<file path="config.mk">
export PLATFORM = sky130hd
export DESIGN_NAME = mem_port_arbiter
export DESIGN_NICKNAME = d
export VERILOG_FILES = /design/src/rtl/mem_port_arbiter.sv
export SDC_FILE = /design/constraint.sdc
export NUM_CORES = 1
export LEC_CHECK = 0
export ABC_AREA = 1
export CAP_MARGIN = 30
export CORE_MARGIN = 2
export CORE_UTILIZATION = 39
export CTS_BUF_LIST = sky130_fd_sc_hd__clkbuf_8
export CTS_CLUSTER_DIAMETER = 30
export DETAILED_ROUTE_END_ITERATION = 6
export PLACE_DENSITY = 0.78
export SLEW_MARGIN = 40
export SYNTH_ARGS = -nofsm -noshare
export SYNTH_HDL_FRONTEND = slang
export SYNTH_SLANG_ARGS = --single-unit
</file>
<file path="constraint.sdc">
create_clock -name cclk -period 1.4 [get_ports cclk]
set_input_delay 0.14 -clock cclk [delete_from_list [all_inputs] [get_ports cclk]]
set_output_delay 0.14 -clock cclk [all_outputs]
set_load 0.05 [all_outputs]
</file>
<file path="src/rtl/mem_port_arbiter.sv">
// ---------------------------------------------------------------------------
// mem_port_arbiter
//   Two-requester arbiter/sequencer for the single shared instruction/data
//   memory of the multicycle core. Port 0 (core) is the control unit's
//   fetch/load/store port, port 1 (ext) is the loader/debug port. Each granted
//   access drives the memory for MEM_LAT cycles, then returns a one-cycle ack
//   (with read data for reads) in a DONE cycle before the next arbitration.
//
//   FSM: IDLE -> ACCESS (MEM_LAT cycles) -> DONE (1 cycle) -> IDLE
//
// Parameters
//   ADDR_W   address width (passed through, no alignment check)
//   DATA_W   data width
//   MEM_LAT  cycles mem_addr is held before read capture (>= 1)
//
// Ports
//   cclk, rstb                  clock (rising edge), async active-low reset
//   core_req/we/addr/wdata      core request, held stable until core_ack
//   core_rdata, core_ack        core read data (held), one-cycle completion
//   ext_*                       same as core_* for the ext port
//   mem_en/we/addr/wdata        memory request side
//   mem_rdata                   memory read data
//   busy                        state != IDLE
//   owner                       current/last granted port (0 core, 1 ext)
//
// Configuration macro
//   MEMARB_FIXED_PRIO_EN  defined: ties always go to core (fixed priority).
//                         undefined: round-robin tie-break.
// ---------------------------------------------------------------------------
module mem_port_arbiter #(
    parameter int ADDR_W  = 32,
    parameter int DATA_W  = 32,
    parameter int MEM_LAT = 2
) (
    input  logic              cclk,
    input  logic              rstb,
    input  logic              core_req,
    input  logic              core_we,
    input  logic [ADDR_W-1:0] core_addr,
    input  logic [DATA_W-1:0] core_wdata,
    output logic [DATA_W-1:0] core_rdata,
    output logic              core_ack,
    input  logic              ext_req,
    input  logic              ext_we,
    input  logic [ADDR_W-1:0] ext_addr,
    input  logic [DATA_W-1:0] ext_wdata,
    output logic [DATA_W-1:0] ext_rdata,
    output logic              ext_ack,
    output logic              mem_en,
    output logic              mem_we,
    output logic [ADDR_W-1:0] mem_addr,
    output logic [DATA_W-1:0] mem_wdata,
    input  logic [DATA_W-1:0] mem_rdata,
    output logic              busy,
    output logic              owner
);

    localparam logic [1:0] S_IDLE   = 2'd0;
    localparam logic [1:0] S_ACCESS = 2'd1;
    localparam logic [1:0] S_DONE   = 2'd2;

    localparam int            CW      = $clog2(MEM_LAT + 1);
    localparam logic [CW-1:0] CNT_LD  = CW'(MEM_LAT);
    localparam logic [CW-1:0] CNT_ONE = CW'(1);

    logic [1:0]        r_state;
    logic [CW-1:0]     r_cnt;
    logic              r_owner;
    logic              r_last_winner;
    logic              r_we;
    logic [ADDR_W-1:0] r_addr;
    logic [DATA_W-1:0] r_wdata;
    logic [DATA_W-1:0] r_core_rdata;
    logic [DATA_W-1:0] r_ext_rdata;

    logic w_winner;
    logic w_access;

    // Winner among the requesters; only meaningful when at least one req is high.
    always_comb begin
        w_winner = ext_req;
        if (core_req && ext_req) begin
`ifdef MEMARB_FIXED_PRIO_EN
            w_winner = 1'b0;
`else
            w_winner = ~r_last_winner;
`endif
        end
    end

    always_ff @(posedge cclk or negedge rstb) begin
        if (!rstb) begin
            r_state       <= S_IDLE;
            r_cnt         <= '0;
            r_owner       <= 1'b0;
            r_last_winner <= 1'b1;      // first tie after reset goes to core
            r_we          <= 1'b0;
            r_addr        <= '0;
            r_wdata       <= '0;
            r_core_rdata  <= '0;
            r_ext_rdata   <= '0;
        end else begin
            case (r_state)
                S_IDLE: begin
                    if (core_req || ext_req) begin
                        r_state       <= S_ACCESS;
                        r_cnt         <= CNT_LD;   // reloaded on every grant
                        r_owner       <= w_winner;
                        r_last_winner <= w_winner;
                        r_we          <= w_winner ? ext_we    : core_we;
                        r_addr        <= w_winner ? ext_addr  : core_addr;
                        r_wdata       <= w_winner ? ext_wdata : core_wdata;
                    end
                end
                S_ACCESS: begin
                    r_cnt <= r_cnt - CNT_ONE;
                    if (r_cnt == CNT_ONE) begin
                        r_state <= S_DONE;
                        // Read capture on the edge closing the last ACCESS cycle.
                        if (!r_we) begin
                            if (r_owner) r_ext_rdata  <= mem_rdata;
                            else         r_core_rdata <= mem_rdata;
                        end
                    end
                end
                S_DONE:  r_state <= S_IDLE;
                default: r_state <= S_IDLE;
            endcase
        end
    end

    assign w_access   = (r_state == S_ACCESS);
    assign mem_en     = w_access;
    // Count equals the reload value only in the first ACCESS cycle: one strobe per write.
    assign mem_we     = w_access && r_we && (r_cnt == CNT_LD);
    assign mem_addr   = r_addr;
    assign mem_wdata  = r_wdata;
    assign busy       = (r_state != S_IDLE);
    assign owner      = r_owner;
    assign core_ack   = (r_state == S_DONE) && !r_owner;
    assign ext_ack    = (r_state == S_DONE) &&  r_owner;
    assign core_rdata = r_core_rdata;
    assign ext_rdata  = r_ext_rdata;

endmodule

</file>
# Word level (Yosys, flattened, before mapping)
# Cells that the tools add are included.
# word_totals
ff_bits	135
input_bits	166
wordCells	43
# classes
addsub	1
n_eq_ne	6
mux	9
bitwise	3
n_reduce_logical	15
# ops
cell	n
2-to-1 mux 32 bit	2
one-hot mux 2 bit (2 select lines)	2
AND reduction 4 bit	2
2-to-1 mux 2 bit	3
AND reduction 2 bit	3
logical AND 1 bit	5
equality test 2 x 1 -> 1 bit (second input constant)	2
equality test 2 bit (second input constant)	2
nonzero test 2 bit	2
inverter 1 bit	3
logical NOT 2 bit	1
2-to-1 mux 1 bit	2
!= test 2 x 1 -> 1 bit (second input constant)	1
!= test 2 bit (second input constant)	1
subtractor 2 x 1 -> 2 bit (second input constant)	1
logical NOT 1 bit	1
logical OR 1 bit	1

# Logic depth before layout (Yosys ltp)
# Gate-level depths: netlist of the first run.
# depth
word_depth	3
depth_mapped	8
mapped_depth_nobuf	6

# Least setup slack after synthesis of the first run
# No wires, ideal clock.
# synth_timing
path_type	register to output
start	reg r_owner, in the netlist owner
end	out core_ack
arrival_ns	2.096
setup_slack_ns	-0.836
path_stages_with_launch	4
path_buffers	2
cell_sequence	dfrtp_1 > buf_2 > buf_1 > nor3_1
# synth_between
elab_chain_len	2
# synth_lines
item	line_no	text
start: declaration	68	logic r_owner;
start signal: assignment	108	r_owner <= w_winner;
logical NOT 1 bit	140	assign core_ack = (r_state == S_DONE) && !r_owner;
logical AND 1 bit	140	
end: declaration	42	output logic core_ack,
# Every way passes these cells.

# Final worst setup path of the first run
# layout_timing
start	reg r_state[0]
end	out ext_ack
# layout_between
elab_chain_len	2
# layout_lines
item	line_no	text
start: declaration	66	logic [1:0] r_state;
start signal: assignment	93	r_state <= S_IDLE;
start signal: assignment	106	r_state <= S_ACCESS;
start signal: assignment	118	r_state <= S_DONE;
equality test 2 bit	141	assign ext_ack = (r_state == S_DONE) && r_owner;
logical AND 1 bit	141	
end: declaration	48	output logic ext_ack,
# Every way passes these cells.

==> flow_summary_export.csv, run 1 <==
group,metric,value,unit
run_status,run_status,"finished, violations left",
run_status,violations,"setup timing",
timing,rsz0062_at_grt,"yes",
clock_tree,cts_tree,"done",
critical_path,worst-path-stages,3,
pwr,leakagePower,0.00539,uW
critical_path,startpoint_type,"flip-flop",
synthesis,syn_nets,976,
cells_and_area,drive_gt1_share,20.1,%
detailed_routing,drt_first_iter_violations,253,
critical_path,cp_slowest_cell,"dfrtp_2",
pwr,p_per_area,2640,nW/um^2
place,placed_cell_area,9950,um^2
worst_hold_path,hp-class,"primary input to flip-flop",
cells_and_area,final_cell_mix,"nand2_1, clkdlybuf4s50_1, dfrtp_1",
timing,post-route-min-period,1.52,ns
timing,setup_ws,-0.124,ns
synthesis,synth_top_area_share,52.4,%
clock_tree,path_clk_slew,0.07,ns
grt,gr-usage-all-layers,22.9,%
synthesis,synthCells,808,
cells_and_area,layout.nets,1278,
detailed_routing,firstDrtPassIters,5,
place,dp.cells,1298,
critical_path,rr_worst_depth,6,
grt,grt-ovfl-total,0,
grt,grtUsageMet1,27.6,%
grt,antenna_found_initial,0,
cells_and_area,area_growth,63.0,%
critical_path,critPathArrivalTime,1.38,ns
clock_tree,numCtsBuffers,17,
critical_path,crit_required,1.26,ns
pwr,vdd_ir_drop_max,1660,uV
detailed_routing,ant_nets,0,
clock_tree,h-tree-depth,4,
grt,grt_max_degree,46,
detailed_routing,vias_per_cell,4.75,
timing,final-setup-viol-count,29,
grt,grt_pass1_vias,6312,
place,io_buffers,299,
critical_path,worstPathMaxFanout,4,
detailed_routing,routedWlPerCell,14.7,um
worst_hold_path,whs_path_depth,3,
floorplan,die_h,132,um
cells_and_area,layout_commonest_cell,"nand2_1",
timing,worst_pin_slew,0.381,ns
cells_and_area,final_cell_area,10400,um^2
grt,grt_busiest_layer,"met2",
timing,fin_crit_sh,109,%
critical_path,crit_type,"flip-flop to output pin",
clock_tree,cts_root_buf,"clkbuf_8",
timing,finalClockSkew,0.0111,ns
synthesis,yosysTopAreaCell,"dfrtp_1",
cells_and_area,antenna_cells,0,
floorplan,fp.dieW,132,um
synthesis,synth_cell_types,22,
detailed_routing,vias,6359,
critical_path,endpoint_kind,"output pin",
job,cap_viol_max_count,0,
grt,grtUsageMet3,6.31,%
grt,grt_first_pass_wirelength,32000,um
clock_tree,cts_sinks,135,
synthesis,ys_warn_count,0,
critical_path,critPathMaxStageDelay,0.43,ns
timing,hold_violations,0,
clock_tree,cts_buffer_depth,2,
critical_path,cp_num_buf_inv,2,
timing,relSlewSlack,74.6,%
clock_tree,clk_latency,0.45,ns
synthesis,synth_seq_cells,135,
critical_path,crit_chain,"buf_6 -> nor3_4 -> buf_12",
timing,fmax,0.656,GHz
floorplan,initial_core_util,40.1,%
detailed_routing,drc,0,
synthesis,ys_seq_area_share,52.8,%
timing,drv_slew,0,
critical_path,cpLargestDelayFamily,"flip-flops",
floorplan,io_pins,300,
synthesis,syn_area,6400,um^2
floorplan,rows,46,
floorplan,coreArea,15900,um^2
cells_and_area,finalNonFillerCells,1339,
grt,met2_usage,39.1,%
detailed_routing,wl,19700,um
place,dp_hpwl,14300,um
synthesis,avgSynthCellArea,7.92,um^2
place,gp_congestion,0.783,
critical_path,reg2reg_slack,-0.03,ns
synthesis,synth_area_leaders,"dfrtp_1, nand2_1, nand3_1",
floorplan,dieArea,17400,um^2
kinds of logic after synthesis:
family	after synthesis	share of synthesized area, %
adders and majority gates	2	0.391
buffers and inverters	135	9.25
and+or+nand+nor	500	34.5
AOI/OAI and AO/OA	36	2.99
DFF	135	52.8
flip-flops by register name, summed over array words and instances (netlist names):
signal and flops:
core_rdata 32, ext_rdata 32, mem_addr 32, mem_wdata 32, owner 1, r_cnt 2
r_last_winner 1, r_state 2, r_we 1
worst register-to-register path, cell delays in order, from the launching register on:
cell	delay, ns
dfrtp_1	0.40
buf_4	0.15
nor2_1	0.26
o21ai_4	0.14
buf_12	0.20
nand2_1	0.11
nand2_1	0.06
per-layer routing:
layer / vias to the layer above / part of all wire [%]
li1: 3117 / -
met1: 2960 / 40
met2: 253 / 49
met3: 29 / 7.7
met4: 0 / 2.5
met5: - / 0
power by group:
part / switching, uW / internal, uW
Sequential: 1430 / 5900
Combinational: 11100 / 6310
Clock: 1610 / 1220
Total: 14100 / 13400
cell usage after synthesis:
cell / number
buf_1: 2
buf_2: 29
buf_4: 13
clkbuf_1: 8
dfrtp_1: 134
dfstp_2: 1
ha_1: 2
inv_1: 81
inv_2: 2
nand2_1: 343
nand3_1: 101
nand3_4: 1
nand3b_1: 44
nand4_2: 1
nor2_1: 4
nor2_2: 2
nor2_4: 1
nor3_1: 2
o21ai_0: 3
o21ai_1: 30
o21ai_2: 3
or2_2: 1
final timing paths:
path / from / end
setup / recovery: r_state[0] / ext_ack
hold / removal: ext_req / r_last_winner
setup reg to reg: r_state[1] / mem_addr[8]
hold reg to reg: ext_rdata[31] / ext_rdata[31]
max in group asynchronous: rstb / core_rdata[12]
min in group asynchronous: rstb / ext_rdata[15]
repair_timing:
item,CTS,global route
setup endpoints to repair,5,128
buffers inserted,7,0
gates cloned,1,0
resized for setup,8,3
pin swaps,4,1
hold endpoints to repair,135,0
hold buffers,1,0
stage by stage:
stage	worst slack (ns)	power [uW]	hold WS [ns]	util (%)	TNS, ns
after floorplan	-0.0437	17500	-0.156	-	-2.59
after global placement	-0.0125	24200	0.0693	62.4	-0.0991
after detailed placement	-0.0734	24500	0.0668	62.4	-1.58
after CTS	-0.138	27700	0.0890	65.3	-0.565
after global routing	-0.179	29000	0.0968	65.4	-7.55
final	-0.124	27600	0.120	65.4	-0.634
final cells by class:
type                            instances  area [um^2]
Clock buffer                           17          234
Clock inverter                         15          106
Fill cell                            1316         5520
Inverter                               83          312
Multi-Input combinational cell        538         2500
Sequential cell                       135         3380
Tap cell                              216          270
Timing Repair Buffer                  335         3620
Note: power is estimated with default switching activity, not from simulation.
==> run 2: changes to the inputs <==
--- a/config.mk
+++ b/config.mk
@@ -12,6 +12,7 @@
 export CTS_BUF_LIST = sky130_fd_sc_hd__clkbuf_8
 export CTS_CLUSTER_DIAMETER = 30
 export DETAILED_ROUTE_END_ITERATION = 6
+export GPL_ROUTABILITY_DRIVEN = 0
 export PLACE_DENSITY = 0.78
 export SLEW_MARGIN = 40
 export SYNTH_ARGS = -nofsm -noshare
==> results of run 2 <==
No change in the layout: final DEF, timing and power equal those of run 1.
